===== src/rtl/serial_cmd_pkg.sv =====
// Package: serial_cmd_pkg
// Shared definitions for the serial command master:
//   - opcode values of the remote trigger board's command processor
//   - completion status codes
//   - FSM state encoding
//   - cmd_lengths(): per-opcode argument and response byte counts
// Ports: none (package).
package serial_cmd_pkg;

    localparam logic [7:0] CMD_VERSION        = 8'd0;
    localparam logic [7:0] CMD_SET_COINC      = 8'd1;
    localparam logic [7:0] CMD_SET_DEADTIME   = 8'd2;
    localparam logic [7:0] CMD_START_HISTO    = 8'd3;
    localparam logic [7:0] CMD_STOP_HISTO     = 8'd4;
    localparam logic [7:0] CMD_CLEAR_HISTO    = 8'd5;
    localparam logic [7:0] CMD_SET_SEED       = 8'd6;
    localparam logic [7:0] CMD_SET_PRESCALE   = 8'd7;
    localparam logic [7:0] CMD_GET_STATUS     = 8'd8;
    localparam logic [7:0] CMD_ARM            = 8'd9;
    localparam logic [7:0] CMD_READ_HISTOS    = 8'd10;
    localparam logic [7:0] CMD_SET_CLKSEL     = 8'd11;
    localparam logic [7:0] CMD_PLL_RESET      = 8'd12;
    localparam logic [7:0] CMD_CLK_SWITCH     = 8'd13;
    localparam logic [7:0] CMD_SET_TRIG_MASK  = 8'd14;
    localparam logic [7:0] CMD_SET_MODE       = 8'd15;
    localparam logic [7:0] CMD_READ_CLOCK     = 8'd16;
    localparam logic [7:0] CMD_RESET_CLOCK    = 8'd17;

    localparam logic [1:0] STATUS_OK      = 2'd0;
    localparam logic [1:0] STATUS_UNKNOWN = 2'd1;
    localparam logic [1:0] STATUS_TIMEOUT = 2'd2;

    typedef enum logic [2:0] {
        ST_IDLE,
        ST_LOOKUP,
        ST_SEND,
        ST_SEND_GAP,
        ST_RECV,
        ST_FINISH,
        ST_GUARD
    } state_t;

    // Returns {known, nargs[3:0], nrsp[5:0]}.
    function automatic logic [10:0] cmd_lengths(input logic [7:0] opcode);
        logic [10:0] r;
        r = {1'b0, 4'd0, 6'd0};
        case (opcode)
            CMD_VERSION:       r = {1'b1, 4'd0, 6'd1};
            CMD_SET_COINC:     r = {1'b1, 4'd1, 6'd0};
            CMD_SET_DEADTIME:  r = {1'b1, 4'd1, 6'd0};
            CMD_START_HISTO:   r = {1'b1, 4'd0, 6'd0};
            CMD_STOP_HISTO:    r = {1'b1, 4'd0, 6'd0};
            CMD_CLEAR_HISTO:   r = {1'b1, 4'd0, 6'd0};
            CMD_SET_SEED:      r = {1'b1, 4'd4, 6'd0};
            CMD_SET_PRESCALE:  r = {1'b1, 4'd4, 6'd0};
            CMD_GET_STATUS:    r = {1'b1, 4'd0, 6'd1};
            CMD_ARM:           r = {1'b1, 4'd0, 6'd0};
            CMD_READ_HISTOS:   r = {1'b1, 4'd0, 6'd32};
            CMD_SET_CLKSEL:    r = {1'b1, 4'd1, 6'd0};
            CMD_PLL_RESET:     r = {1'b1, 4'd0, 6'd0};
            CMD_CLK_SWITCH:    r = {1'b1, 4'd0, 6'd0};
            CMD_SET_TRIG_MASK: r = {1'b1, 4'd8, 6'd0};
            CMD_SET_MODE:      r = {1'b1, 4'd1, 6'd0};
            CMD_READ_CLOCK:    r = {1'b1, 4'd0, 6'd8};
            CMD_RESET_CLOCK:   r = {1'b1, 4'd0, 6'd1};
            default:           r = {1'b0, 4'd0, 6'd0};
        endcase
        return r;
    endfunction

endpackage


===== src/rtl/serial_cmd_master.sv =====
// Module: serial_cmd_master
// Initiator of the board serial command protocol. Sends opcode + argument
// bytes through a UART TX handshake, then streams the fixed-length response
// collected from UART RX strobes. After each command a guard interval lets
// the remote board settle before cmd_ready returns.
//
// Optional feature: define SERIAL_CMD_TIMEOUT_EN to enable a per-byte
// response timeout (status 2). Without it RECV waits indefinitely.
//
// Ports:
//   clk, reset                 clock, synchronous active-high reset
//   cmd_valid/cmd_ready        command handshake
//   cmd_opcode, cmd_args       command byte and argument bytes (byte 0 = [7:0], sent first)
//   tx_busy, tx_start, tx_data UART transmit handshake
//   rx_ready, rx_data          UART receive strobe and byte
//   rsp_valid, rsp_byte, rsp_index  response stream
//   done, status               completion pulse and held status
//   stray_count                saturating count of rx bytes seen outside RECV
//
// state     | meaning
// ----------+--------------------------------------------------------
// IDLE      | guard counting down; ready for a command once it is 0
// LOOKUP    | decode opcode into argument/response lengths
// SEND      | wait for !tx_busy, launch next byte
// SEND_GAP  | one cycle for the UART to raise tx_busy
// RECV      | collect response bytes
// FINISH    | pulse done, publish status, load guard
// GUARD     | settle interval before returning to IDLE
module serial_cmd_master
    import serial_cmd_pkg::*;
#(
    parameter int GUARD_CYCLES   = 256,
    parameter int TIMEOUT_CYCLES = 1048576
) (
    input  logic        clk,
    input  logic        reset,
    input  logic        cmd_valid,
    output logic        cmd_ready,
    input  logic [7:0]  cmd_opcode,
    input  logic [63:0] cmd_args,
    input  logic        tx_busy,
    output logic        tx_start,
    output logic [7:0]  tx_data,
    input  logic        rx_ready,
    input  logic [7:0]  rx_data,
    output logic        rsp_valid,
    output logic [7:0]  rsp_byte,
    output logic [5:0]  rsp_index,
    output logic        done,
    output logic [1:0]  status,
    output logic [7:0]  stray_count
);

    localparam int GW = $clog2(GUARD_CYCLES + 1);
    localparam logic [GW-1:0] GUARD_LOAD = GW'(GUARD_CYCLES);

    if (GUARD_CYCLES < 1 || TIMEOUT_CYCLES < 1) begin : g_bad_param
        $error("serial_cmd_master: GUARD_CYCLES and TIMEOUT_CYCLES must be >= 1");
    end

    state_t        state;
    logic [GW-1:0] guard_cnt;
    logic [7:0]    opcode_r;
    logic [63:0]   args_r;
    logic [3:0]    nargs_r;
    logic [5:0]    nrsp_r;
    logic [3:0]    byte_cnt;
    logic [5:0]    rsp_cnt;
    logic [1:0]    fin_status;
    logic [10:0]   lens;

`ifdef SERIAL_CMD_TIMEOUT_EN
    localparam int TW = $clog2(TIMEOUT_CYCLES + 1);
    localparam logic [TW-1:0] TMO_LOAD = TW'(TIMEOUT_CYCLES);
    logic [TW-1:0] tmo_cnt;
`endif

    assign lens = cmd_lengths(opcode_r);

    always_ff @(posedge clk) begin
        if (reset) begin
            state       <= ST_IDLE;
            guard_cnt   <= GUARD_LOAD;
            cmd_ready   <= 1'b0;
            opcode_r    <= 8'd0;
            args_r      <= 64'd0;
            nargs_r     <= 4'd0;
            nrsp_r      <= 6'd0;
            byte_cnt    <= 4'd0;
            rsp_cnt     <= 6'd0;
            fin_status  <= STATUS_OK;
            tx_start    <= 1'b0;
            tx_data     <= 8'd0;
            rsp_valid   <= 1'b0;
            rsp_byte    <= 8'd0;
            rsp_index   <= 6'd0;
            done        <= 1'b0;
            status      <= STATUS_OK;
            stray_count <= 8'd0;
`ifdef SERIAL_CMD_TIMEOUT_EN
            tmo_cnt     <= TMO_LOAD;
`endif
        end else begin
            tx_start  <= 1'b0;
            rsp_valid <= 1'b0;
            done      <= 1'b0;

            // Bytes arriving outside RECV (including the cycle that enters it) are discarded.
            if (rx_ready && state != ST_RECV && stray_count != 8'hFF)
                stray_count <= stray_count + 8'd1;

            case (state)
                ST_IDLE: begin
                    if (cmd_valid && cmd_ready) begin
                        opcode_r  <= cmd_opcode;
                        args_r    <= cmd_args;
                        status    <= STATUS_OK;
                        cmd_ready <= 1'b0;
                        state     <= ST_LOOKUP;
                    end else if (guard_cnt != '0) begin
                        guard_cnt <= guard_cnt - 1'b1;
                        cmd_ready <= (guard_cnt == GW'(1));
                    end
                end
                ST_LOOKUP: begin
                    if (!lens[10]) begin
                        fin_status <= STATUS_UNKNOWN;
                        state      <= ST_FINISH;
                    end else begin
                        nargs_r  <= lens[9:6];
                        nrsp_r   <= lens[5:0];
                        byte_cnt <= 4'd0;
                        state    <= ST_SEND;
                    end
                end
                ST_SEND: begin
                    if (!tx_busy) begin
                        tx_start <= 1'b1;
                        if (byte_cnt == 4'd0) begin
                            tx_data <= opcode_r;
                        end else begin
                            // Arguments leave from the low byte; shift to expose the next one.
                            tx_data <= args_r[7:0];
                            args_r  <= args_r >> 8;
                        end
                        state <= ST_SEND_GAP;
                    end
                end
                ST_SEND_GAP: begin
                    if (byte_cnt != nargs_r) begin
                        byte_cnt <= byte_cnt + 4'd1;
                        state    <= ST_SEND;
                    end else if (nrsp_r != 6'd0) begin
                        rsp_cnt <= 6'd0;
`ifdef SERIAL_CMD_TIMEOUT_EN
                        tmo_cnt <= TMO_LOAD;
`endif
                        state   <= ST_RECV;
                    end else begin
                        fin_status <= STATUS_OK;
                        state      <= ST_FINISH;
                    end
                end
                ST_RECV: begin
                    if (rx_ready) begin
                        rsp_valid <= 1'b1;
                        rsp_byte  <= rx_data;
                        rsp_index <= rsp_cnt;
`ifdef SERIAL_CMD_TIMEOUT_EN
                        tmo_cnt   <= TMO_LOAD;
`endif
                        if (rsp_cnt == nrsp_r - 6'd1) begin
                            fin_status <= STATUS_OK;
                            state      <= ST_FINISH;
                        end else begin
                            rsp_cnt <= rsp_cnt + 6'd1;
                        end
                    end
`ifdef SERIAL_CMD_TIMEOUT_EN
                    else if (tmo_cnt == TW'(1)) begin
                        tmo_cnt    <= '0;
                        fin_status <= STATUS_TIMEOUT;
                        state      <= ST_FINISH;
                    end else begin
                        tmo_cnt <= tmo_cnt - 1'b1;
                    end
`endif
                end
                ST_FINISH: begin
                    done      <= 1'b1;
                    status    <= fin_status;
                    guard_cnt <= GUARD_LOAD;
                    state     <= ST_GUARD;
                end
                ST_GUARD: begin
                    if (guard_cnt <= GW'(1)) begin
                        guard_cnt <= '0;
                        cmd_ready <= 1'b1;
                        state     <= ST_IDLE;
                    end else begin
                        guard_cnt <= guard_cnt - 1'b1;
                    end
                end
                default: state <= ST_IDLE;
            endcase
        end
    end

endmodule

===== config.mk =====
export PLATFORM = sky130hd
export DESIGN_NAME = serial_cmd_master
export DESIGN_NICKNAME = d
export VERILOG_FILES = /design/src/rtl/serial_cmd_pkg.sv /design/src/rtl/serial_cmd_master.sv
export SDC_FILE = /design/constraint.sdc
export NUM_CORES = 1
export LEC_CHECK = 0
export ABC_AREA = 0
export BUFFER_PORTS_ARGS = -buffer_cell sky130_fd_sc_hd__buf_4
export CAP_MARGIN = 20
export CORE_MARGIN = 10
export CORE_UTILIZATION = 40
export CTS_BUF_LIST = sky130_fd_sc_hd__clkbuf_4 sky130_fd_sc_hd__clkbuf_8
export DETAILED_ROUTE_END_ITERATION = 8
export MAX_ROUTING_LAYER = met4
export PLACE_DENSITY = 0.63
export SETUP_SLACK_MARGIN = 0.05
export SYNTH_ARGS = -nofsm -noshare
export SYNTH_HDL_FRONTEND = slang
export SYNTH_SLANG_ARGS = --single-unit

===== constraint.sdc =====
create_clock -name clk -period 2.4 [get_ports clk]
set_input_delay 0.72 -clock clk [delete_from_list [all_inputs] [get_ports clk]]
set_output_delay 0.72 -clock clk [all_outputs]
set_load 0.01 [all_outputs]

* Word-level counts from Yosys, hierarchy flattened
Memories as Yosys holds them, arrays and structs flattened. A register that Yosys moved wholly into a read port is not among the register bits.
Cells that the tools add are included.
** Word-level totals
- Output and inout port bits :: 36
- Word-level logic and storage cells :: 128
- Flip-flop bits (word level) :: 142
- Memories :: 1
- ROM bits :: 224
** Cells by class
- Order comparisons :: 1
- Add/subtract/negate cells :: 5
- Muxes and demuxes :: 44
- Bitwise logic cells :: 3
- Eq/ne operators :: 27
- Reduce and logical (&&, ||, !) cells :: 29
** Memories
- (name not given) :: words 32, bits a word 7, rd ports 1, clocked after memory_dff 1, write ports 0, RTL line serial_cmd_pkg.sv:47 : case (opcode)
** Operators with widths (count)
- 64-bit two-way mux :: 3
- 64-bit one-hot mux with 2 select lines :: 1
- 2-bit != test (second input constant) :: 15
- 9-bit two-way mux :: 3
- 9-bit one-hot mux with 3 select lines :: 1
- 6-bit two-way mux :: 4
- 3-bit two-way mux :: 7
- 3-bit one-hot mux with 7 select lines :: 1
- 2-bit two-way mux :: 6
- 6-bit one-hot mux with 2 select lines :: 1
- 11-bit two-way mux :: 1
- 5-bit two-way mux :: 2
- 2-bit AND reduction :: 5
- 5-bit AND reduction :: 2
- 2-bit nonzero test :: 5
- 3-bit equality test (second input constant) :: 3
- 9-bit by 1-bit equality test with 1-bit output (second input constant) :: 1
- 9-bit by 1-bit less-or-equal comparator with 1-bit output (second input constant) :: 1
- 3-bit AND reduction :: 3
- 9-bit nonzero test :: 1
- 9-bit by 1-bit subtractor with 9-bit output (second input constant) :: 1
- 8-bit by 1-bit adder with 8-bit output (second input constant) :: 1
- 4-bit two-way mux :: 2
- 8-bit two-way mux :: 1
- 23 further kinds :: 38

* Depth between registers and ports, before layout
Gate-level depths: netlist (run 1).
- Depth in word-level cells :: 5
- Mapped depth :: 9
- Gate-level depth less buffers :: 8

* Worst setup path after synthesis (run 1)
Ideal clock, no wire load.
- Kind :: input to register
- Start :: input port cmd_valid
- End :: register (tool-made name)
- Arrival time :: 1.999 ns
- Data required time :: 2.270 ns
- Stages :: 8
- Slack :: 0.271 ns
- Cell sequence :: and4bb_2 -> nand2_1 -> mux2i_1 -> nor2_1 -> ha_1 -> inv_1 -> a22oi_1 -> nor2_1
** RTL lines
- from (decl) :: RTL line serial_cmd_master.sv:37 : input logic cmd_valid,

* Worst setup path in the final report (run 1)
- Start :: register state[0]
- End :: register nargs_r[3]
** On the way
- Word-level cells in the longest chain between the ends :: 2
** RTL lines
- from (decl) :: RTL line serial_cmd_master.sv:61 : state_t state;
- from (signal assigned) :: RTL line serial_cmd_master.sv:82 : state <= ST_IDLE;
- from (signal assigned) :: RTL line serial_cmd_master.sv:119 : state <= ST_LOOKUP;
- from (signal assigned) :: RTL line serial_cmd_master.sv:128 : state <= ST_FINISH;
- 3-bit by 1-bit equality test with 1-bit output :: RTL line serial_cmd_master.sv:112 : case (state)
- 2-bit AND reduction (no source line)
- to (signal assigned) :: RTL line serial_cmd_master.sv:130 : nargs_r <= lens[9:6];
- to (decl) :: RTL line serial_cmd_master.sv:65 : logic [3:0] nargs_r;
Every way passes these cells.
A chain may end at the register's enable or synchronous reset.

==> metrics.txt, run 1 <==
FFs w/ async S/R, synth=0; clock slew seen by the registers of the worst setup and hold paths=0.08 ns; worst vdd ir=around 0.35 mV; Die W=146.6 um; Post-Synth XOR/XNOR Area=0.02461; crit path cell chain=buf_4 > nand2b_1 > nor3b_1 > buf_4 > mux2i_1 > nor2_1; actual slew at the worst max-slew pin=0.5345 ns; CTS max path bufs=2; Hold WS=between 0.4 and 0.5 ns; Synth Cell Area=around 6400 um2; Post-Synth Adder-Cell Area=0.02148; # port buffers=119; die area=between 20000 and 25000 um2; CTS Buf Count=17; Post-CTS Setup Bufs=0; Antenna Cells=0; crit-path max cell delay=between 0.5 and 0.6 ns; R2R setup slack=0.28 ns; Final setup viols=0; gr usage total=0.1583; Synth Area in Compound Gates=0.1781; synthesis-stage register bit count=around 140; WP data required=2.73 ns; max_cap viols=0; period utilisation layout=0.8833; area occupied by multi-input gates=between 3000 and 4000 um2; DIE HEIGHT=around 150 um; critical path endpoint category=register; Leak=around 0.0031 uW; Peak Freq=roughly 470 MHz; Final min period=2.120 ns; total power per unit cell area=722.8 nW/um2; H-tree depth=4; antenna violations before repair=0; fillcell total=1593; most frequent cells in the layout=nand2_1, dfxtp_1, buf_4; most frequent CP cell=buf_4; critical path launch point=state[0]; unrepaired setup endpoints after global routing=no; syn_nets=around 880; IO Count=between 100 and 150; reg2reg start=state[0]; r2r worst-path depth=6; Min-Delay Path Class=register to register; crit path DAT=2.45 ns; Storage cell area=2864 um2; clk sink count=143; post-synthesis cell type count=66; fin worst setup slack=roughly 0.28 ns; Synth Area in Simple Gates=0.2531; final clock skew=between 0.01 and 0.015 ns; Setup TNS Final=0 ns; CORE AREA=15770 um2; Rows=between 40 and 50; Starting Density=0.4062; Worst-Skew Late Latency=roughly 0.45 ns; crit path to=nargs_r[3]; most common cell after layout, fill and taps aside=nand2_1; vias=between 5000 and 6000; layout cells sized above 1=0.2117; Startpoint Class=register; reg2reg end=nargs_r[3]; Post-synth EDFFs=0; Syn-to-layout area delta=26.13%; first-pass GRT wire length=between 20000 and 30000 um; Overflow after GRT=0; CTS tree=yes; Root Buffer=clkbuf_8; CP max stage cell=dfxtp_1; setup slack at placement=~0.15 ns; final WL=approximately 16000 um; combinational family with the most area after synthesis=simple AND/OR/NAND/NOR gates; DRT antenna net count=0; Nets=around 1000; Vias/cell=between 5 and 6; Final Max Tran Viols=0; post-synthesis sequential area ratio=0.4469; Yosys warnings=0; status=finished clean; WL per Instance=roughly 15 um; Post-Syn Instances=a little under 800; largest net degree at the start of global routing=63; total power=about 5800 uW; vias in the first global route=5583; hpwl dp=between 10000 and 15000 um; Initial DRC Count=around 260; final-report hold violation count=0; Max FO, Critical Path=10; drt pass-1 iters=7; Synth Area per Inst=8.182 um2; critical path class=register to register; Post-synth top flop=dfxtp_1; worst rel slew slack=0.6344; Final GP Congestion=about 0.85; proportion of synthesized area in mux cells=0.02969; DRC=0
cell type report:
cell class,count,share of cell area
repair buffers,146,0.1496
well taps,216,0.03345
multi-input cells,572,0.4035
clock buffers,19,0.03236
flip-flops and latches,143,0.3544
inverters,14,0.006504
clock inverters,13,0.02013
flip-flops by register name (all words and copies together), names as in the netlist, 3 cells and up, named ones only:
register     count
args_r          64
guard_cnt        9
opcode_r         8
rsp_byte         8
stray_count      8
tx_data          8
rsp_cnt          6
rsp_index        6
byte_cnt         4
nargs_r          3
nrsp_r           3
state            3
synthesized netlist by cell type (2+ instances only):
cell type,count,area share
o21bai_1,2,0.0023
a311oi_1,57,0.078
and2_1,2,0.0020
nand2b_1,6,0.0059
nor3b_1,3,0.0035
or3_1,6,0.0059
buf_2,11,0.0086
nor2_1,102,0.060
mux2i_1,19,0.030
nor4_1,7,0.0068
or2_2,2,0.0020
o21ai_0,14,0.011
a211oi_1,11,0.013
ha_1,11,0.021
nand4_1,5,0.0049
dfxtp_1,143,0.45
xor2_1,11,0.015
or4_1,4,0.0047
and3_1,3,0.0029
buf_1,2,0.0012
inv_1,13,0.0076
buf_4,4,0.0047
clkbuf_1,36,0.021
o211ai_1,4,0.0047
a211o_1,2,0.0027
o2111ai_1,2,0.0027
nand3b_1,2,0.0023
a21boi_1,2,0.0023
xnor2_1,7,0.0096
nor3_1,13,0.010
nand2_1,179,0.10
nor2b_1,4,0.0039
o31ai_1,4,0.0047
a21o_1,2,0.0023
nand3_1,16,0.013
a21oi_1,42,0.033
routing by layer:
layer  vias up  share of wire  track usage  wire (um)
met4         0         0.0094      0.04855        154
met5         -              0            -          0
met2       125           0.46       0.2318       7541
met1      2585           0.48       0.2075       7938
li1       2975              -            -          -
met3        13          0.049      0.04419        812
logic make-up (layout without fill, tap and decap cells):
kind of cell / Yosys count / in the layout
mux: 19 / 19
buf+inv: 68 / 192
flops: 143 / 143
other cells: 1 / 1
compound gates: 156 / 156
fa+ha+maj: 11 / 11
xor+xnor: 18 / 18
simple gates: 367 / 367
worst min-delay path by stage:
stage                   from      endpoint  slack, ns  cells past startpoint
6_report          args_r[62]    args_r[62]       0.45                      2
5_1_grt              tx_busy      tx_start       0.44                      2
4_1_cts              tx_busy      tx_start       0.44                      2
3_5_place_dp    rsp_index[0]  rsp_index[0]       0.45                      2
3_3_place_gp      args_r[59]    args_r[59]       0.44                      2
2_1_floorplan  fin_status[0]     status[0]       0.43                      2
through the flow:
stage / utilization / cells / cell area (um2)
2_1_floorplan: - / 783 / 6406
3_3_place_gp: 0.4854 / 1091 / 7655
3_5_place_dp: 0.4854 / 1091 / 7655
4_1_cts: 0.5123 / 1123 / 8079
5_1_grt: 0.5124 / 1123 / 8080
6_report: 0.5124 / 1123 / 8080
report_power, final:
part | switching [uW] | total (uW) | leakage, uW | internal [uW]
registers | 168 | 2770 | 0.00116 | 2610
clock network | 940 | 2020 | 0.000208 | 1080
logic | 533 | 1040 | 0.00177 | 510
total | 1640 | 5840 | 0.00314 | 4200
worst max-delay path: cells and delay by family (launching register included):
| family | cells | cell delay (ns) |
|---|---|---|
| and+or+nand+nor | 3 | 0.73 |
| muxes | 1 | 0.20 |
| buffers and inverters | 2 | 0.49 |
| DFF | 1 | 0.58 |
repair_timing:
action                     in CTS  in global routing
setup endpoints to repair       0                  9
resized for setup               0                  1
hold buffers                    0                  0
No activity file was read; power rests on OpenSTA's default activity.
==> run 2, diff against run 1 <==
==> constraint.sdc (replaced) <==
create_clock -name clk -period 2.3 [get_ports clk]
set_input_delay 0.69 -clock clk [delete_from_list [all_inputs] [get_ports clk]]
set_output_delay 0.69 -clock clk [all_outputs]
set_load 0.01 [all_outputs]
==> run 2 against run 1 <==
Effect of this change: setup slack got worse by 0.014 ns; power increased by 5.2%; critical path depth increased by 2; global-route usage increased by 0.16 points; via count increased by 1.4%; fmax increased by 4.3%; hold slack improved by 0.0021 ns; combinational power increased by 8%; sequential cell count unchanged; first-iteration DRC count increased by 48%; largest cell class unchanged.
==> metrics.txt, run 2 (synthesis results as in run 1) <==
most common cell after layout, fill and taps aside=nand2_1; Final min period=2.033 ns (-0.08647 ns); actual slew at the worst max-slew pin=0.5763 ns (+0.04175 ns); first-pass GRT wire length=28040 um (+1.5%); worst vdd ir=0.3804 mV (+8.9%); hold buffer count at cts=0 (unchanged); Final Max Tran Viols=0 (unchanged); final clock skew=0.01365 ns (-0.0001498 ns); DRT antenna net count=0 (unchanged); Regs by FF count=args_r x64, guard_cnt x9; vias in the first global route=5660 (+1.4%); clk sink count=143 (unchanged); max FFs per register=64 (unchanged); global-route track usage on met3=0.04203 (-0.002163); Root Buffer=clkbuf_8; die area=21480 um2 (unchanged); Starting Density=0.4062 (unchanged); Final setup viols=0 (unchanged); dpl cell area=7697 um2 (+0.56%); Rows=46 (unchanged); total power=6144 uW (+5.2%); max_cap viols=0 (unchanged); drt pass-1 iters=5 (-2); # port buffers=119 (unchanged); DIE HEIGHT=146.6 um (unchanged); Final GP Congestion=0.8775 (+3.8%); Startpoint Class=register; critical path endpoint category=register; Post-CTS Setup Bufs=0 (unchanged); GRT busiest layer=met2; R2R setup slack=0.27 ns (about the same); Vias/cell=5.106 (+0.63%); Leak=0.003175 uW (+1.2%); worst rel slew slack=0.6059 (-0.02855); H-tree depth=4 (unchanged); Hold WS=0.4542 ns (+0.002095 ns); part of the power in registers=0.472 (-0.003); Die W=146.6 um (unchanged); Max FO, Critical Path=27 (+17); Initial DRC Count=390 (+48%); critical path launch point=byte_cnt[0]; switching pwr=1726 uW (+5.2%); fillcell total=1562 (-1.9%); r2r worst-path depth=8 (+2); Gate power share=0.182 (+0.003); internal power=4418 uW (+5.2%); Setup TNS Final=0 ns (unchanged); clock slew seen by the registers of the worst setup and hold paths=0.08 ns (about the same); reg2reg start=byte_cnt[0]; antenna violations before repair=0 (unchanged); Nets=999 (+0.91%); gr usage total=0.1600 (+0.001631); PostCTS Resize Cnt=0 (unchanged); clock share of power=0.346 (about the same); WL per Instance=14.73 um (+0.61%); critical path class=register to register; reg2reg end=args_r[45]; crit path to=args_r[45]; Min-Delay Path Class=register to register; status=finished clean; IO Count=121 (unchanged); WP data required=2.66 ns (-0.07 ns); Peak Freq=491.8 MHz (+4.3%); total power per unit cell area=756.2 nW/um2 (+4.6%); CORE AREA=15770 um2 (unchanged); CTS max path bufs=2 (unchanged); largest net degree at the start of global routing=66 (+4.8%); switching portion of total power=0.2810 (about the same); CTS tree=yes; CTS Buf Count=17 (unchanged); Worst-Skew Late Latency=0.45 ns (about the same); unrepaired setup endpoints after global routing=no; crit path DAT=2.39 ns (-0.06 ns); cell area after layout=8124 um2 (+0.54%); vias=5775 (+1.4%); Syn-to-layout area delta=26.82%; Min-Delay Path Depth=2 (unchanged); layout cells sized above 1=0.2186 (+0.006892); met2 GRT Util=0.2368 (+0.005005); final WL=16660 um (+1.3%); DRC=0 (unchanged); met1 global-route usage=0.2065 (-0.001039); Biggest register=args_r; hpwl dp=12270 um (+2.2%); Antenna Cells=0 (unchanged); final-report hold violation count=0 (unchanged); Overflow after GRT=0 (unchanged); period utilisation layout=0.8841 (about the same); most frequent cells in the layout=nand2_1, buf_4, dfxtp_1
[run 2: cell count changes in the layout (fill, tap and decap cells not counted)]
| cell | previous run | this run |
|---|---|---|
| buf_12 | 9 | 7 |
| buf_4 | 137 | 148 |
| clkbuf_4 | 0 | 1 |
| clkinv_2 | 3 | 0 |
| inv_6 | 1 | 2 |
[run 2: critical path, stage by stage, from the launching register on]
cell	delay [ns]
dfxtp_2	0.39
inv_1	0.06
ha_1	0.18
nor3b_2	0.18
a2111oi_4	0.41
buf_12	0.24
buf_12	0.18
nor2_1	0.05
a311oi_1	0.25
[run 2: power by group through the flow]
stage | clock network [uW] | logic, uW | registers, uW
global route | 2300 | 1270 | 2930
floorplan | 0 | 760 | 2900
CTS | 2190 | 1120 | 2900
finish | 2130 | 1120 | 2900
detailed placement | 0 | 1110 | 2950
global placement | 0 | 1100 | 2950
[run 2: layout make-up]
| cell class | count | area, um2 | area share |
|---|---|---|---|
| repair buffers | 155 | 1251 | 0.1540 |
| multi-input cells | 572 | 3261 | 0.4014 |
| inverters | 14 | 52.55 | 0.006469 |
| clock buffers | 20 | 269.0 | 0.03311 |
| clock inverters | 11 | 156.4 | 0.01925 |
| flip-flops and latches | 143 | 2864 | 0.3525 |
| well taps | 216 | 270.3 | 0.03327 |
[run 2: metrics by stage]
| stage | utilization | setup WS, ns | instances |
|---|---|---|---|
| finish | 0.5152 | 0.2666 | 1131 |
| global route | 0.5152 | 0.06998 | 1131 |
| CTS | 0.5151 | 0.1864 | 1131 |
| detailed placement | 0.4881 | 0.07623 | 1100 |
| global placement | 0.4881 | 0.1038 | 1100 |
| floorplan | - | 0.2006 | 783 |
[run 2: worst min-delay path by stage]
stage / slack (ns) / endpoint / start
finish: 0.45 / rsp_byte[1] / rsp_byte[1]
global placement: 0.44 / args_r[61] / args_r[61]
detailed placement: 0.45 / args_r[60] / args_r[60]
CTS: 0.42 / tx_start / tx_busy
floorplan: 0.43 / status[0] / fin_status[0]
global route: 0.44 / tx_start / tx_busy
[run 2: routing by layer]
layer	vias to the layer above	share of wire	routed length [um]
met2	144	0.45	7502
met3	22	0.050	834
met1	2614	0.48	8049
met5	-	0	0
met4	0	0.017	278
li1	2995	-	-
==> run 3, diff against run 2 <==
--- a/config.mk
+++ b/config.mk
@@ -5,7 +5,7 @@
 export SDC_FILE = /design/constraint.sdc
 export NUM_CORES = 1
 export LEC_CHECK = 0
-export ABC_AREA = 0
+export ABC_AREA = 1
 export BUFFER_PORTS_ARGS = -buffer_cell sky130_fd_sc_hd__buf_4
 export CAP_MARGIN = 20
 export CORE_MARGIN = 10
@@ -13,7 +13,7 @@
 export CTS_BUF_LIST = sky130_fd_sc_hd__clkbuf_4 sky130_fd_sc_hd__clkbuf_8
 export DETAILED_ROUTE_END_ITERATION = 8
 export MAX_ROUTING_LAYER = met4
-export PLACE_DENSITY = 0.63
+export PLACE_DENSITY = 0.62
 export SETUP_SLACK_MARGIN = 0.05
 export SYNTH_ARGS = -nofsm -noshare
 export SYNTH_HDL_FRONTEND = slang
==> run 3 against run 2 <==
Effect of this change: design area decreased by 0.11%; power increased by 51%; register-to-register slack improved by 0.03 ns; clock power decreased by 12%; largest cell class unchanged.
==> metrics.txt, run 3 <==
top post-synthesis cells by area=dfxtp_1, nand2_1, o21ai_0; DP Cell Count=1281 (+16%); die area=22280 um2 (+3.7%); max FFs per register=64 (unchanged); clock slew seen by the registers of the worst setup and hold paths=0.08 ns (about the same); actual slew at the worst max-slew pin=0.5378 ns (-0.03853 ns); clock share of power=0.203 (-0.143); Post-synth EDFFs=0 (unchanged); final-report hold violation count=0 (unchanged); Initial DRC Count=373 (-4.4%); switching portion of total power=0.4097 (+0.1288); Post-Syn Instances=973 (+24%); Synth Area in Compound Gates=0.1805 (+0.002332); most numerous cell in the Yosys netlist=nand2_1; Post-Synth XOR/XNOR Area=0.005241 (-0.01937); Gate power share=0.412 (+0.230); Rows=47 (+2.2%); Synth top cells by count=nand2_1, dfxtp_1, o21ai_0; post-synthesis sequential area ratio=0.4283 (-0.01857); R2R setup slack=0.30 ns (+0.03 ns); critical path endpoint category=register; CTS Buf Count=17 (unchanged); Final setup viols=0 (unchanged); critical path class=register to register; switching pwr=3797 uW (+120%); cell area after layout=8115 um2 (-0.11%); wire length on met2=8004 um (+6.7%); worst rel slew slack=0.6406 (+0.03475); worst vdd ir=0.4739 mV (+25%); status=finished clean; Die W=149.3 um (+1.9%); Post-Synth Adder-Cell Area=0.02059 (-0.0008928); Synth Area in Simple Gates=0.2630 (+0.009885); IO Count=121 (unchanged); final clock skew=0.01512 ns (+0.001469 ns); CTS tree=yes; crit path DAT=2.38 ns (about the same); Setup TNS Final=0 ns (unchanged); first-pass GRT wire length=28350 um (+1.1%); critical path launch point=state[1]; vias=6232 (+7.9%); Final min period=2.002 ns (-0.03113 ns); Post-CTS Setup Bufs=0 (unchanged); WL met1=8415 um (+4.5%); Antenna Cells=0 (unchanged); reg2reg start=state[1]; fin cells=1313 (+16%); hold buffer count at cts=0 (unchanged); Min-Delay Path Depth=2 (unchanged); proportion of synthesized area in mux cells=0 (-0.02969); final WL=17170 um (+3.1%); DIE HEIGHT=149.3 um (+1.9%); FFs w/ async S/R, synth=0 (unchanged); CTS max path bufs=2 (unchanged); r2r worst-path depth=10 (+2); hpwl dp=12200 um (-0.62%); unrepaired setup endpoints after global routing=no; # port buffers=119 (unchanged); fin worst setup slack=0.2978 ns (+0.03113 ns); drt pass-1 iters=5 (unchanged); Worst-Skew Late Latency=0.45 ns (about the same); uppermost routed layer=met4; Biggest register=args_r; clk sink count=143 (unchanged); part of the power in registers=0.386 (-0.086); Synth Area per Inst=6.869 um2 (-16%); setup slack at placement=0.04246 ns (-0.03378 ns); antenna violations before repair=0 (unchanged); area share of the largest cell type after synthesis=0.4283 (-0.01857); vias in the first global route=5792 (+2.3%); PostCTS Resize Cnt=0 (unchanged); Root Buffer=clkbuf_8; gr usage total=0.1586 (-0.001350); largest net degree at the start of global routing=106 (+61%); dpl cell area=7746 um2 (+0.63%); biggest area consumer among synthesized cells=dfxtp_1; period utilisation layout=0.8705 (-0.01354); Leak=0.003657 uW (+15%); Max FO, Critical Path=6 (-78%); Nets=1176 (+18%); Startpoint Class=register; DRC=0 (unchanged); internal power=5471 uW (+24%); met3 WL=642 um (-23%); Yosys warnings=0 (unchanged); Vias/cell=4.746 (-7.0%); DRT antenna net count=0 (unchanged); combinational family with the most area after synthesis=simple AND/OR/NAND/NOR gates; Overflow after GRT=0 (unchanged); CORE AREA=16470 um2 (+4.4%); Synth Cell Area=6684 um2 (+4.3%); Peak Freq=499.4 MHz (+1.6%); max_cap viols=0 (unchanged); layout cells sized above 1=0.1766 (-0.04200); Syn-to-layout area delta=21.42%; WL per Instance=13.08 um (-11%); Min-Delay Path Class=register to register; most common cell after layout, fill and taps aside=nand2_1; WP data required=2.68 ns (+0.02 ns); Starting Density=0.4059 (about the same); post-synthesis cell type count=36 (-45%); syn_nets=1069 (+22%); Regs by FF count=args_r x64, guard_cnt x9; synthesis-stage register bit count=143 (unchanged); H-tree depth=4 (unchanged); Final Max Tran Viols=0 (unchanged); Post-synth top flop=dfxtp_1; Final GP Congestion=0.8635 (-1.6%); most frequent cells in the layout=nand2_1, dfxtp_1, buf_4; total power per unit cell area=1142 nW/um2 (+51%)
## run 3: critical path: stages, from the launching register on
cell and delay (ns):
dfxtp_1 0.39, nor2_2 0.23, nand2_4 0.11, nor2_4 0.15, or2_2 0.13, nand2_1 0.06
nor2_2 0.15, inv_1 0.11, ha_1 0.27, or2_1 0.22, a21oi_1 0.13
## run 3: power groups by stage
stage,Combinational (uW),Clock (uW),Sequential (uW)
finish,3810,1880,3570
global route,4420,2060,3660
CTS,3860,1940,3580
detailed placement,3840,0,3630
global placement,3790,0,3610
floorplan,3040,0,3570
## run 3: layout make-up
type	instances	area, um2
clock buffer	18	247.7
clock inverter	14	118.9
fill	1723	8351
inverter	113	426.7
multi-input combinational	671	3141
sequential	143	2863
tap	220	275.3
timing repair buffer	134	1044
## run 3: stage by stage
| step | util | total power (uW) | hold slack, ns |
|---|---|---|---|
| after floorplan | - | 6612 | 0.4245 |
| after global placement | 0.4704 | 7406 | 0.4323 |
| after detailed placement | 0.4704 | 7476 | 0.4383 |
| after CTS | 0.4927 | 9375 | 0.4449 |
| after global routing | 0.4929 | 10140 | 0.4407 |
| final | 0.4929 | 9269 | 0.4463 |
## run 3: worst min path at each step
stage	slack (ns)	startpoint	to
floorplan	0.42	args_r[17]	args_r[17]
global placement	0.43	args_r[17]	args_r[17]
detailed placement	0.44	args_r[26]	args_r[26]
CTS	0.44	cmd_opcode[6]	opcode_r[6]
global route	0.44	cmd_opcode[5]	opcode_r[5]
finish	0.45	args_r[26]	args_r[26]
## run 3: cells by family after synthesis
group                    count (synthesis)
AO/OA/AOI/OAI                          238
AND/OR/NAND/NOR                        417
XOR/XNOR                                 4
buffers and inverters                  159
other                                    1
flip-flops                             143
adder cells (fa/ha/maj)                 11
## run 3: metal layers
layer,vias up,GRT usage
met1,2786,0.2043
met3,9,0.04157
met2,95,0.2440
li1,3342,-
met5,-,-
met4,0,0.03680
